[src/rtl/adder_share_arb_pkg.sv]
// adder_share_arb_pkg: shared definitions for the time-shared adder arbiter.
//   state_t   - FSM state encoding (IDLE, SETTLE, RESP)
//   clog2     - id / counter width helper, never smaller than 1
//   slice_lo  - low bit of requester i's operand inside a packed bus
package adder_share_arb_pkg;

    typedef enum logic [1:0] {
        IDLE   = 2'd0,
        SETTLE = 2'd1,
        RESP   = 2'd2
    } state_t;

    function automatic int clog2(input int n);
        int r;
        r = 0;
        while ((1 << r) < n) r++;
        return (r < 1) ? 1 : r;
    endfunction

    function automatic int slice_lo(input int i, input int w);
        return i * w;
    endfunction

endpackage

[src/rtl/adder_share_arb_cra.sv]
// cra: plain ripple-carry adder, carry-in tied to 0.
//   a, b : width-bit operands
//   s    : width+1-bit sum, carry-out at bit width
// The carry chain is long and unregistered; callers hold the operands
// stable for several clocks before sampling s.
module cra #(
    parameter int width = 8
) (
    input  logic [width-1:0] a,
    input  logic [width-1:0] b,
    output logic [width:0]   s
);

    logic [width:0] c;

    assign c[0] = 1'b0;

    for (genvar i = 0; i < width; i++) begin : g_fa
        assign s[i]   = a[i] ^ b[i] ^ c[i];
        assign c[i+1] = (a[i] & b[i]) | (c[i] & (a[i] ^ b[i]));
    end

    assign s[width] = c[width];

endmodule

[src/rtl/adder_share_arb_rr_arbiter.sv]
// rr_arbiter: combinational round-robin arbiter.
//   req    : per-requester request
//   ptr    : index the search starts from (wraps modulo NREQ)
//   enable : when low no grant is issued
//   gnt    : one-hot (or zero) grant
//   gnt_id : index of the granted requester (0 when no grant)
module rr_arbiter
    import adder_share_arb_pkg::*;
#(
    parameter int NREQ = 4,
    parameter int IDW  = clog2(NREQ)
) (
    input  logic [NREQ-1:0] req,
    input  logic [IDW-1:0]  ptr,
    input  logic            enable,
    output logic [NREQ-1:0] gnt,
    output logic [IDW-1:0]  gnt_id
);

    logic           found;
    logic [IDW-1:0] idx;

    always_comb begin
        gnt    = '0;
        gnt_id = '0;
        found  = 1'b0;
        idx    = '0;
        for (int k = 0; k < NREQ; k++) begin
            idx = IDW'((int'(ptr) + k) % NREQ);
            if (enable && !found && req[idx]) begin
                gnt[idx] = 1'b1;
                gnt_id   = idx;
                found    = 1'b1;
            end
        end
    end

endmodule

[src/rtl/adder_share_arb.sv]
// adder_share_arb: one ripple-carry adder time-shared among NREQ requesters.
// Operands are registered and held for SETTLE_CYCLES clocks (multicycle
// carry path) before {carry, sum} is captured and offered on the result port.
//   clk, rst_n            : clock, asynchronous active-low reset
//   req_valid/req_ready   : per-requester handshake (ready one-hot or zero)
//   req_x, req_y          : packed operands, requester i at [i*width +: width]
//   res_valid/res_ready   : result handshake
//   res_s, res_id         : sum (carry at bit width) and owning requester
//   busy                  : high whenever the FSM is not in IDLE
//   res_ovf               : signed overflow flag, only with ADDER_SHARE_ARB_OVF_EN
`ifndef WIDTH
`define WIDTH 8
`endif
module adder_share_arb
    import adder_share_arb_pkg::*;
#(
    parameter int width         = `WIDTH,
    parameter int NREQ          = 4,
    parameter int SETTLE_CYCLES = 2,
    parameter int IDW           = clog2(NREQ),
    parameter int CW            = clog2(SETTLE_CYCLES)
) (
    input  logic                  clk,
    input  logic                  rst_n,
    input  logic [NREQ-1:0]       req_valid,
    output logic [NREQ-1:0]       req_ready,
    input  logic [NREQ*width-1:0] req_x,
    input  logic [NREQ*width-1:0] req_y,
    output logic                  res_valid,
    input  logic                  res_ready,
    output logic [width:0]        res_s,
    output logic [IDW-1:0]        res_id,
    output logic                  busy
`ifdef ADDER_SHARE_ARB_OVF_EN
    ,
    output logic                  res_ovf
`endif
);

    state_t           state;
    logic [IDW-1:0]   rr_ptr;
    logic [IDW-1:0]   id_r;
    logic [IDW-1:0]   gnt_id;
    logic [CW-1:0]    cnt;
    logic [width-1:0] x_r, y_r;
    logic [width:0]   sum;
    logic [NREQ-1:0]  gnt;
    logic             arb_en;
    logic [width-1:0] x_arr [NREQ];
    logic [width-1:0] y_arr [NREQ];

    for (genvar i = 0; i < NREQ; i++) begin : g_unpack
        assign x_arr[i] = req_x[slice_lo(i, width) +: width];
        assign y_arr[i] = req_y[slice_lo(i, width) +: width];
    end

    // Gating with rst_n keeps req_ready low while reset is held, even
    // though state already reads IDLE.
    assign arb_en = (state == IDLE) && rst_n;

    rr_arbiter #(.NREQ(NREQ), .IDW(IDW)) u_arb (
        .req    (req_valid),
        .ptr    (rr_ptr),
        .enable (arb_en),
        .gnt    (gnt),
        .gnt_id (gnt_id)
    );

    assign req_ready = gnt;

    cra #(.width(width)) u_cra (
        .a (x_r),
        .b (y_r),
        .s (sum)
    );

    always_ff @(posedge clk or negedge rst_n) begin
        if (!rst_n) begin
            state     <= IDLE;
            rr_ptr    <= '0;
            cnt       <= '0;
            x_r       <= '0;
            y_r       <= '0;
            id_r      <= '0;
            res_s     <= '0;
            res_id    <= '0;
            res_valid <= 1'b0;
            busy      <= 1'b0;
`ifdef ADDER_SHARE_ARB_OVF_EN
            res_ovf   <= 1'b0;
`endif
        end else begin
            case (state)
                IDLE: begin
                    if (|gnt) begin
                        x_r   <= x_arr[gnt_id];
                        y_r   <= y_arr[gnt_id];
                        id_r  <= gnt_id;
                        cnt   <= CW'(SETTLE_CYCLES - 1);
                        busy  <= 1'b1;
                        state <= SETTLE;
                    end
                end
                SETTLE: begin
                    if (cnt == '0) begin
                        res_s     <= sum;
                        res_id    <= id_r;
                        res_valid <= 1'b1;
`ifdef ADDER_SHARE_ARB_OVF_EN
                        res_ovf   <= (x_r[width-1] == y_r[width-1]) &&
                                     (sum[width-1] != x_r[width-1]);
`endif
                        state     <= RESP;
                    end else begin
                        cnt <= cnt - 1'b1;
                    end
                end
                RESP: begin
                    if (res_ready) begin
                        res_valid <= 1'b0;
                        busy      <= 1'b0;
                        // Pointer moves only here, so consumer stalls never
                        // shift the fairness order.
                        rr_ptr    <= (id_r == IDW'(NREQ - 1)) ? '0 : id_r + 1'b1;
                        state     <= IDLE;
                    end
                end
                default: state <= IDLE;
            endcase
        end
    end

endmodule

[config.mk]
export PLATFORM = sky130hd
export DESIGN_NAME = adder_share_arb
export DESIGN_NICKNAME = d
export VERILOG_FILES = /design/src/rtl/adder_share_arb_pkg.sv /design/src/rtl/adder_share_arb_cra.sv /design/src/rtl/adder_share_arb_rr_arbiter.sv /design/src/rtl/adder_share_arb.sv
export SDC_FILE = /design/constraint.sdc
export NUM_CORES = 1
export LEC_CHECK = 0
export ABC_CLOCK_PERIOD_IN_PS = 3300
export CAP_MARGIN = 20
export CORE_UTILIZATION = 30
export CTS_CLUSTER_DIAMETER = 40
export CTS_CLUSTER_SIZE = 40
export DETAILED_ROUTE_END_ITERATION = 10
export PLACE_DENSITY = 0.69
export SLEW_MARGIN = 10
export SYNTH_ARGS = -nofsm -noshare
export SYNTH_HDL_FRONTEND = slang
export SYNTH_SLANG_ARGS = --single-unit
[constraint.sdc]
create_clock -name clk -period 3.3 [get_ports clk]
set_input_delay 0.495 -clock clk [delete_from_list [all_inputs] [get_ports clk]]
set_output_delay 0.495 -clock clk [all_outputs]
set_load 0.01 [all_outputs]
==> results of run 1 <==
==> kinds of logic (layout without fill, tap and decap cells) <==
| kind of cell | Yosys count | in the layout | share of synthesized area, % |
|---|---|---|---|
| flip-flops | 36 | 36 | 34.8 |
| AO/OA/AOI/OAI | 48 | 48 | 14.7 |
| AND/OR/NAND/NOR | 57 | 57 | 11.5 |
| adder cells (fa/ha/maj) | 17 | 17 | 10.2 |
| multiplexers | 48 | 48 | 23.3 |
| buffers and inverters | 28 | 123 | 5.50 |
==> worst paths after layout <==
kind	end	cells past startpoint	startpoint	slack, ns
min	busy	2	rst_n	0.25
min in group clk	res_s[1]	2	res_s[1]	0.49
min reg2reg	res_s[1]	2	res_s[1]	0.49
max reg2reg	res_s[7]	12	y_r[0]	0.01
max	res_s[7]	12	y_r[0]	0.01
max in group asynchronous	rr_ptr[0]	2	rst_n	2.70
==> cell type report <==
| cell class | count | area share [%] |
|---|---|---|
| inverters | 12 | 1.19 |
| flip-flops and latches | 36 | 23.9 |
| multi-input cells | 170 | 42.0 |
| clock inverters | 1 | 0.199 |
| well taps | 105 | 3.48 |
| clock buffers | 7 | 2.29 |
| repair buffers | 103 | 26.9 |
==> power by group through the flow <==
stage          combinational [uW]  clock (uW)  sequential, uW
2_1_floorplan                1440           0             823
3_3_place_gp                 2060           0             819
3_5_place_dp                 2130           0             823
4_1_cts                      2130         330             815
5_1_grt                      2320         346             845
6_report                     2130         319             811
==> per-stage QoR <==
step / worst slack (ns) / setup TNS (ns) / util [%] / power (uW) / hold slack [ns]
after floorplan: -0.00843 / -0.00843 / - / 2260 / 0.199
after global placement: -0.0766 / -0.305 / 44.1 / 2880 / 0.462
after detailed placement: -0.183 / -1.31 / 44.1 / 2950 / 0.478
after CTS: -0.111 / -0.111 / 45.2 / 3270 / 0.275
after global routing: -0.109 / -0.109 / 45.5 / 3510 / 0.299
final: 0.0140 / 0 / 45.5 / 3260 / 0.252
==> flip-flops by register name, summed over array words and instances (netlist names) <==
| name | count |
|---|---|
| busy | 1 |
| cnt | 1 |
| id_r | 2 |
| res_id | 2 |
| res_s | 9 |
| res_valid | 1 |
| rr_ptr | 2 |
| state | 2 |
| x_r | 8 |
| y_r | 8 |
==> critical path: cells and delay by family (launching register included) <==
| kind | cells | cell delay [ns] |
|---|---|---|
| adders and majority gates | 8 | 2.52 |
| DFF | 1 | 0.38 |
| AOI/OAI and AO/OA | 1 | 0.13 |
| buffers and inverters | 3 | 0.17 |
==> cell usage in the layout (no fill, tap or decap), types with 4 or more instances in the layout <==
master | synthesis | final
o21ai_0 | 9 | 7
nand3_1 | 5 | 5
mux2_2 | 10 | 10
clkdlybuf4s50_1 | 0 | 81
mux2_4 | 12 | 12
inv_1 | 12 | 10
nand2_1 | 12 | 12
nor2b_1 | 4 | 4
a22oi_1 | 4 | 4
nor2_1 | 22 | 22
fa_2 | 0 | 5
mux2i_1 | 22 | 22
buf_4 | 2 | 14
mux4_2 | 4 | 4
a221oi_1 | 5 | 5
dfrtp_1 | 36 | 35
a221o_1 | 12 | 12
ha_1 | 10 | 8
clkbuf_8 | 0 | 6
==> per-layer routing <==
metal  track usage (%)  routed length [um]  up-vias
met5                 0                   0        -
met4              4.55                  90        0
met3              2.42                 361        9
met2              23.3                2800       75
met1              20.2                3020     1001
li1                  -                   -     1048
==> repair_timing <==
| item | 4_1_cts | 5_1_grt |
|---|---|---|
| cloned | 0 | 0 |
| resized for setup | 3 | 8 |
| endpoints found under the setup margin | 3 | 5 |
| pin swaps | 3 | 1 |
==> run metrics, run 1 <==
Syn Std Cell Area 2590 um^2; Commonest cells post-synth 36 x dfrtp_1, 22 x mux2i_1, 22 x nor2_1; Final Hold Vio Count 0; Slew @ Worst Pin 0.623 ns; 1st-iter DRT viols 118; area delta synth->final 45.6%; outcome finished, final reports clean; Leak 0.00160 uW; pwr dens 863 nW/um^2; worst hold path type in2async; combinational share of power 65.3%; number of global-route vias before repair 2158; Clk Tree Root Cell clkbuf_8; Fmax 0.304 GHz; crit-path max FO 2; vias per cell 4.91; core area 8300 um^2; first-pass GRT wire length 10300 um; sequential power share 24.9%; CP max stage delay 0.40 ns; sw frac 38.1%; chip height 94.9 um; Port Buffers 87; Post-synth EDFFs 0; FILL cells 771; RePlAce Congestion 0.869; FF+latch area 902 um^2; post-route minimum period 3.29 ns; ys async rst share 100%; CTS hold repair buffers 0; DP Wirelength 5020 um; drt total wl 6270 um; WL per Instance 14.5 um; most common cell in the netlist dfrtp_1; Setup Fix Bufs, Post-CTS 0; Synth Register Bits 36; share of layout cells above drive strength 1 21.6%; Layout Nets 416; syn_area_per_cell 11.1 um^2; Crit Path Category reg2reg; Final ANT Viol Nets 0; clock-pin slew on the worst setup and hold paths 0.07 ns; Max Slew Vio Count 0; Pre-antenna DRT Iters 4; clk_skew 0.00465 ns; Cell Chain, Critical Path ha_2, inv_2, fa_1, inv_1, fa_2, fa_2, fa_2, fa_2, fa_2, inv_2, fa_1, o21ai_1; post-synthesis sequential area ratio 34.8%; YS warnings 0; # H-tree levels 2; Placed Instances 426; Ant. Diodes 0; initial antenna violation count 0; cts bufs inserted 5; drc violations 0; vias after detailed routing 2133; RSZ-0062 raised after global routing yes; clk buf depth 2; Rel. slew slack 58.5%; Final Non-Filler Cells 434; Net Sw Power 1240 uW; die width 94.9 um; footprint of the multi-input gates 1580 um^2; post-synth top area cell dfrtp_1; Post-Synthesis Cells 234; final setup vio count 0; global router's overall resource usage 14.6%; worst-skew pair later-pin latency 0.28 ns; gr ovfl total 0; Post-synth top flop dfrtp_1; fin area 3770 um^2; max-cap viol count 0; synth top area cells dfrtp_1 35%, mux2i_1 8.5%, mux2_4 7.0%, fa_1 5.4%, ha_1 4.8%; Placed Area 3660 um^2; Distinct cells, synth 44; # rows 33; CP endpoint kind flip-flop; Cell Int Power 2020 uW; Initial Utilization 31.2%; Clock Power Share 9.8%; required time of the critical path 3.50 ns; TritonCTS clock tree yes; CP Data Arrival Time 3.49 ns; period utilization 99.6%; Setup crit start kind flip-flop; worst vdd ir 262 uV; CP dominant cell by count fa_2; pin count of the biggest net entering global routing 38; Synthesized Nets 322; IO Pins 88; die area 9010 um^2; CP max-delay cell fa_1; area share of the largest cell type after synthesis 34.8%; # clock sinks 36
Power figures use the tool's default switching activity.
==> run 2: changes to the inputs <==
Settings changed: CORE_ASPECT_RATIO from default to 0.7.
==> run 2 against run 1 <==
Compared with the run above:
- clock power up 66%
- fmax shrank 0.23%
- cell count increased by 0.69%
- first-iteration DRC count down 18%
- critical path type unchanged
- critical endpoint unchanged
- largest power group unchanged
==> run metrics, run 2 (same netlist as run 1, synthesis figures left out) <==
CP Data Arrival Time 3.49 ns (about the same); R2R depth 12 (unchanged); most crowded layer after global routing met2; Final ANT Viol Nets 0 (unchanged); met2 usage 24.7% (+1.4 points); # rows 27 (-18%); Port Buffers 87 (unchanged); Layout Nets 423 (+1.7%); Slew @ Worst Pin 0.720 ns (+0.0973 ns); initial antenna violation count 0 (unchanged); core area 8110 um^2 (-2.3%); die width 113 um (+19%); # clock sinks 36 (unchanged); Pwr Total 3500 uW (+7.6%); Ant. Diodes 0 (unchanged); RSZ-0062 raised after global routing yes; post-route minimum period 3.29 ns (+0.00752 ns); post-route setup TNS 0 ns (unchanged); crit-path max FO 2 (unchanged); DP Wirelength 5150 um (+2.6%); Setup crit start kind flip-flop; gr ovfl total 0 (unchanged); vias after detailed routing 2183 (+2.3%); WL per Instance 15.4 um (+6.7%); most common cell after layout, fill and taps aside clkdlybuf4s50_1; DP Worst Slack -0.209 ns (-0.0261 ns); RePlAce Congestion 0.795 (-8.5%); final setup vio count 0 (unchanged); pwr dens 904 nW/um^2 (+4.7%); Top reg by flops res_s; clock-pin slew on the worst setup and hold paths 0.05 ns (-0.02 ns); Leak 0.00165 uW (+3.2%); Pre-antenna DRT Iters 4 (unchanged); max-cap viol count 0 (unchanged); 1st-iter DRT viols 97 (-18%); worst hold path type in2async; period utilization 99.8% (+0.23 points); slack of the critical path 0.00651 ns (-0.00752 ns); met1 usage 21.1% (+0.87 points); CP max-delay cell fa_2; pin count of the biggest net entering global routing 38 (unchanged); global router's overall resource usage 15.6% (+0.96 points); CP dominant cell by count fa_2; CP endpoint kind flip-flop; drc violations 0 (unchanged); IO Pins 88 (unchanged); Clk Tree Root Cell clkbuf_16; worst-skew pair later-pin latency 0.28 ns (about the same); first-pass GRT wire length 10900 um (+5.9%); cts bufs inserted 5 (unchanged); GR Util met3 4.10% (+1.7 points); commonest cells after routing, fill and taps aside 82 x clkdlybuf4s50_1, 35 x dfrtp_1, 22 x nor2_1, 22 x mux2i_1, 22 x buf_4; TritonCTS clock tree yes; worst vdd ir 355 uV (+36%); share of layout cells above drive strength 1 23.2% (+1.6 points); CTS hold repair buffers 0 (unchanged); outcome finished, final reports clean; clk buf depth 2 (unchanged); # H-tree levels 2 (unchanged); chip height 79.8 um (-16%); Initial Utilization 32.0% (+0.74 points); max reg flops 9 (unchanged); drt total wl 6740 um (+7.4%); worst hold slack 0.268 ns (+0.0162 ns); area delta synth->final 49.5%; required time of the critical path 3.50 ns (about the same); Final Hold Vio Count 0 (unchanged); Crit Path Category reg2reg; Max Slew Vio Count 0 (unchanged); Fmax 0.304 GHz (-0.23%); clk_skew 0.00459 ns (-0.0000594 ns); Rel. slew slack 52.0% (-6.5 points); vias per cell 5.00 (+1.6%); CP max stage delay 0.40 ns (about the same); leading registers by flop count res_s (9), x_r (8), y_r (8); number of global-route vias before repair 2203 (+2.1%); final core occ 47.8% (+2.3 points); die area 9020 um^2 (about the same); Cell Chain, Critical Path ha_2, inv_2, fa_1, inv_1, fa_2, fa_2, fa_2, fa_2, fa_2, inv_2, fa_1, o21ai_1
run 2: critical path, delay by kind of cell (launching register included):
kind	cells	cell delay (ns)
compound gates	1	0.12
fa+ha+maj	8	2.57
buf+inv	3	0.17
flops	1	0.38
run 2: per-layer routing:
layer	part of all wire, %	wire length, um
met5	0	0
met4	1.1	74
met3	5.1	344
met2	44	2990
met1	49	3330
run 2: per-stage QoR:
stage               cell area (um^2)  std cells
floorplan                       2620        234
global placement                3660        424
detailed placement              3660        424
CTS                             3850        435
global route                    3870        437
finish                          3870        437
run 2: final timing paths:
path	end	slack [ns]	from
worst max-delay path	res_s[7]	0.007	y_r[0]
worst min-delay path	res_s[6]	0.27	rst_n
worst max register to register	res_s[7]	0.007	y_r[0]
worst min register to register	res_s[1]	0.48	res_s[1]
max in group asynchronous	rr_ptr[0]	2.69	rst_n
min in group clk	res_s[1]	0.48	res_s[1]
run 2: power by group:
group,switching [uW],internal [uW],leakage (uW),total [uW]
sequential,168,664,0.000438,831
clock,173,355,0.0000808,528
combinational,946,1200,0.00113,2140
total,1290,2220,0.00165,3500
run 2: area by class of cell:
cell class / instances / area, um^2
clock buffer: 6 / 129
clock inverter: 2 / 35.0
fill: 757 / 4230
inverter: 12 / 45.0
multi-input combinational: 170 / 1580
sequential: 36 / 902
tap: 101 / 126
timing repair buffer: 110 / 1050
run 2: timing repair:
action,CTS,global route
endpoints found under the setup margin,3,9
resized for setup,7,4
buffers inserted,3,2
pin swaps,7,4
==> run 3: changes to the inputs <==
Settings changed: CAP_MARGIN 20 to 10, CTS_BUF_LIST from default to sky130_fd_sc_hd__clkbuf_8.
==> run 3 against run 2 <==
Compared with the run above:
- the flow now finishes with violations (setup timing)
- wire length fell by 1.3%
- die area did not move
- cell count did not move
- critical endpoint unchanged
==> run metrics, run 3 (same netlist as run 1, synthesis figures left out) <==
clock-pin slew on the worst setup and hold paths 0.07 ns (+0.02 ns); Ant. Diodes 0 (unchanged); clk buf depth 2 (unchanged); most common cell after layout, fill and taps aside clkdlybuf4s50_1; Cell Chain, Critical Path ha_2, inv_2, fa_1, inv_1, fa_2, fa_2, fa_2, fa_2, fa_2, inv_2, fa_1, o21ai_1; area delta synth->final 47.4%; worst-skew pair later-pin latency 0.29 ns (about the same); IO Pins 88 (unchanged); Slew @ Worst Pin 0.687 ns (-0.0335 ns); # H-tree levels 2 (unchanged); required time of the critical path 3.51 ns (about the same); Top reg by flops res_s; cts bufs inserted 5 (unchanged); WL per Instance 15.2 um (-1.3%); CP max stage delay 0.40 ns (about the same); slack of the critical path -0.0223 ns (-0.0288 ns); RSZ-0062 raised after global routing yes; Pwr Total 3350 uW (-4.4%); initial antenna violation count 0 (unchanged); drt total wl 6650 um (-1.3%); Final Hold Vio Count 0 (unchanged); chip height 79.8 um (unchanged); final setup vio count 1 (+1); drc violations 0 (unchanged); RePlAce Congestion 0.795 (unchanged); DP Wirelength 5150 um (unchanged); max reg flops 9 (unchanged); die width 113 um (unchanged); crit-path leading delay family adder cells; Pre-antenna DRT Iters 4 (unchanged); # clock sinks 36 (unchanged); period utilization 101% (+0.87 points); TritonCTS clock tree yes; Final ANT Viol Nets 0 (unchanged); CP Data Arrival Time 3.53 ns (+0.04 ns); Initial Utilization 32.0% (unchanged); first-pass GRT wire length 10800 um (-1.3%); share of layout cells above drive strength 1 23.2% (unchanged); FILL cells 759 (+0.26%); global router's overall resource usage 15.3% (-0.33 points); CP max-delay cell fa_2; Crit Path Category reg2reg; CP dominant cell by count fa_2; post-route minimum period 3.32 ns (+0.0288 ns); vias per cell 5.00 (about the same); Clk Tree Root Cell clkbuf_8; pin count of the biggest net entering global routing 38 (unchanged); leading registers by flop count res_s (9), x_r (8), y_r (8); post-route setup TNS -0.0223 ns (-0.0223 ns); Layout Nets 423 (unchanged); Fmax 0.301 GHz (-0.87%); CP endpoint kind flip-flop; die area 9020 um^2 (unchanged); vias after detailed routing 2185 (+0.092%); worst hold path type in2async; # rows 27 (unchanged); Max Slew Vio Count 0 (unchanged); Rel. slew slack 54.2% (+2.2 points); commonest cells after routing, fill and taps aside 82 x clkdlybuf4s50_1, 35 x dfrtp_1, 22 x nor2_1, 22 x mux2i_1, 22 x buf_4; gr ovfl total 0 (unchanged); crit-path max FO 2 (unchanged); 1st-iter DRT viols 105 (+8.2%); Crit path buffers/inverters 3 (unchanged); clk_skew 0.00649 ns (+0.00190 ns); Setup crit start kind flip-flop; worst vdd ir 347 uV (-2.4%); max-cap viol count 0 (unchanged); outcome finished with violations; core area 8110 um^2 (unchanged); failing checks setup timing; number of global-route vias before repair 2192 (-0.50%); pwr dens 877 nW/um^2 (-3.0%); Port Buffers 87 (unchanged); Leak 0.00163 uW (-1.3%)
==> run 3: changes by cell type in the layout (fill, tap and decap cells not counted) <==
cell,before,now
clkbuf_16,5,0
clkbuf_8,0,5
clkbuf_1,1,0
inv_1,10,11
==> run 3: path summary, 6_finish.rpt <==
| kind | to | start | slack (ns) | depth (start not counted) |
|---|---|---|---|---|
| worst max-delay path | res_s[7] | y_r[0] | -0.02 | 12 |
| max in group asynchronous | rr_ptr[0] | rst_n | 2.70 | 2 |
| worst min-delay path | state[1] | rst_n | 0.26 | 2 |
| min in group clk | res_s[1] | res_s[1] | 0.48 | 2 |
| worst max register to register | res_s[7] | y_r[0] | -0.02 | 12 |
| worst min register to register | res_s[1] | res_s[1] | 0.48 | 2 |
==> run 3: metrics by stage <==
stage                     instances  utilization [%]  setup WS, ns  hold WS [ns]  cell area, um^2
after global routing            437             47.1        -0.134         0.294             3820
after CTS                       435             46.8      -0.00713         0.269             3790
after detailed placement        424             45.2        -0.209         0.472             3660
after floorplan                 234                -      -0.00843         0.199             2620
after global placement          424             45.2        -0.113         0.458             3660
final                           437             47.1       -0.0223         0.257             3820
==> run 3: what timing repair did <==
item / 4_1_cts / 5_1_grt
hold endpoints to repair: 0 / 0
buffers inserted: 3 / 2
gates resized for setup: 7 / 4
pin swaps: 7 / 4
setup endpoints to repair: 3 / 3
hold buffers: 0 / 0
==> run 3: worst register-to-register path: cells and delay by family, from the launching register on <==
kind	cells	cell delay [ns]
fa+ha+maj	8	2.57
flops	1	0.39
buf+inv	3	0.17
compound gates	1	0.11
==> run 3: routing by layer <==
layer	wire [um]	vias to the layer above	part of all wire, %	GRT usage (%)
met4	52	0	0.78	2.89
li1	-	1064	-	-
met2	2930	66	44	24.0
met1	3250	1048	49	21.1
met3	418	7	6.3	4.10
met5	0	-	0	0
==> run 3: power by group <==
group          switching [uW]  leakage [uW]  total, uW  internal [uW]
Combinational             946       0.00113       2150           1200
Clock                     154     0.0000593        375            221
Sequential                166      0.000438        829            663
Total                    1270       0.00163       3350           2080
==> run 3: cell type report <==
type / instances / area, um^2 / area share (%)
Multi-Input combinational cell: 170 / 1580 / 41.5
Timing Repair Buffer: 110 / 1050 / 27.6
Sequential cell: 36 / 902 / 23.6
Tap cell: 101 / 126 / 3.31
Clock buffer: 5 / 68.8 / 1.80
Inverter: 12 / 45.0 / 1.18
Clock inverter: 3 / 38.8 / 1.02
==> RTL edit (flow settings as in run 3) <==
Add a define of `ADDER_SHARE_ARB_OVF_EN`.
--- a/src/rtl/adder_share_arb.sv
+++ b/src/rtl/adder_share_arb.sv
@@ -8,6 +8,8 @@
 //   res_s, res_id         : sum (carry at bit width) and owning requester
 //   busy                  : high whenever the FSM is not in IDLE
 //   res_ovf               : signed overflow flag, only with ADDER_SHARE_ARB_OVF_EN
+`define ADDER_SHARE_ARB_OVF_EN
+
 `ifndef WIDTH
 `define WIDTH 8
 `endif
Formal check against the unedited RTL (old outputs only; new: res_ovf): equivalent (Yosys induction, for registers that start in step).
==> RTL edit against run 3 <==
  * The run still ends with negative setup slack left
  * Sequential share of layout area fell by 1.2 points
  * Critical endpoint is now res_ovf
  * Sequential cell count rose by 1
  * Power rose by 8.1%
  * Routed wire length fell by 1.4%
  * Setup slack got worse by 160 ps
  * Final cell count rose by 9.8%
  * Critical path depth rose by 1
  * Largest cell class unchanged
  * Highest routed layer unchanged
  * Clock skew fell by 0.92 ps
  * Design area rose by 8.4%
  * Synthesized area rose by 7.9%
==> RTL edit: results (changes against run 3) <==
stage	metric	value	unit	change
place	placed cells	468		+10%
timing	clock skew	5.58	ps	-0.916 ps
global_routing	first-pass GRT wire length	10400	um	-3.0%
global_routing	M3 GR Usage	2.95	%	-1.1 points
timing	final setup margin	-186	ps	-163 ps
power	leakage	1.79	nW	+10%
place	dpl cell area	4000	um^2	+9.3%
clock_network	Post-CTS Resized	8		+1
cells_and_area	layout cells sized above 1	26.4	%	+3.2 points
synthesis	Synth Net Count	332		+3.1%
drt	via count	2229		+2.0%
timing	Setup TNS	-264	ps	-242 ps
worst_setup_path	Worst Path Arrival	3680	ps	+150 ps
worst_setup_path	Reg2Reg Launch Point	x_r[0]		
status	failing checks	negative setup slack		
power	Switch Pwr	1.38	mW	+9.3%
global_routing	All-Layer GR Usage	13.8	%	-1.5 points
worst_setup_path	Critical-path top delay cell	fa_1		
status	status	finished with violations		
synthesis	Synth cell types	41		-6.8%
cells_and_area	fin nets	444		+5.0%
synthesis	synth cell count leaders	50 x mux2i_1, 37 x dfrtp_1, 17 x inv_1, 16 x nand2_1, 15 x mux2_2		
worst_setup_path	r2r setup slk	-190	ps	-160 ps
place	PortBufs	88		+1.1%
timing	Final Setup Violations	2		+1
timing	hold_ws	272	ps	+15.4 ps
power	share of power burned in registers	23.2	%	-1.5 points
global_routing	gr busiest metal	met1		
synthesis	Avg Cell Area, Syn	11.5	um^2	+3.9%
==> RTL edit: worst register-to-register path, cell delays in order, from the launching register on <==
cell,delay [ps]
dfrtp_1,380
ha_2,190
fa_2,330
fa_2,340
fa_2,340
fa_2,340
inv_2,60
fa_2,180
inv_2,40
fa_2,330
inv_2,70
fa_1,430
xor2_1,180
o31ai_1,180
==> RTL edit: metal layers <==
metal / up-vias / wire length [um]
li1: 1101 / -
met1: 1056 / 3400
met4: 0 / 94
met5: - / 0
met3: 9 / 318
met2: 63 / 2740
==> RTL edit: worst max path at each step <==
| stage | from | to | slack, ps | cells past startpoint |
|---|---|---|---|---|
| after global placement | x_r[0] | res_ovf | -190 | 13 |
| after global routing | x_r[0] | res_ovf | -340 | 13 |
| after CTS | x_r[0] | res_ovf | -210 | 13 |
| final | x_r[0] | res_ovf | -190 | 13 |
| after detailed placement | x_r[0] | res_ovf | -220 | 13 |
| after floorplan | x_r[0] | res_ovf | -120 | 13 |
==> RTL edit: kinds of logic (layout without fill, tap and decap cells) <==
family / count (synthesis) / count (layout) / synth area share (%)
and+or+nand+nor: 40 / 40 / 8.82
AOI/OAI and AO/OA: 32 / 32 / 8.55
buffers and inverters: 34 / 147 / 6.31
muxes: 81 / 81 / 32.9
adders and majority gates: 18 / 18 / 9.94
xor gates and xnor gates: 1 / 1 / 0.313
DFF: 37 / 37 / 33.1
==> RTL edit: cell type report <==
| class | instances | area, um^2 |
|---|---|---|
| clock buffers | 5 | 68.8 |
| clock inverters | 3 | 13.8 |
| fillers | 851 | 4890 |
| inverters | 17 | 63.8 |
| multi-input cells | 172 | 1740 |
| flip-flops and latches | 37 | 927 |
| well taps | 124 | 155 |
| repair buffers | 122 | 1170 |
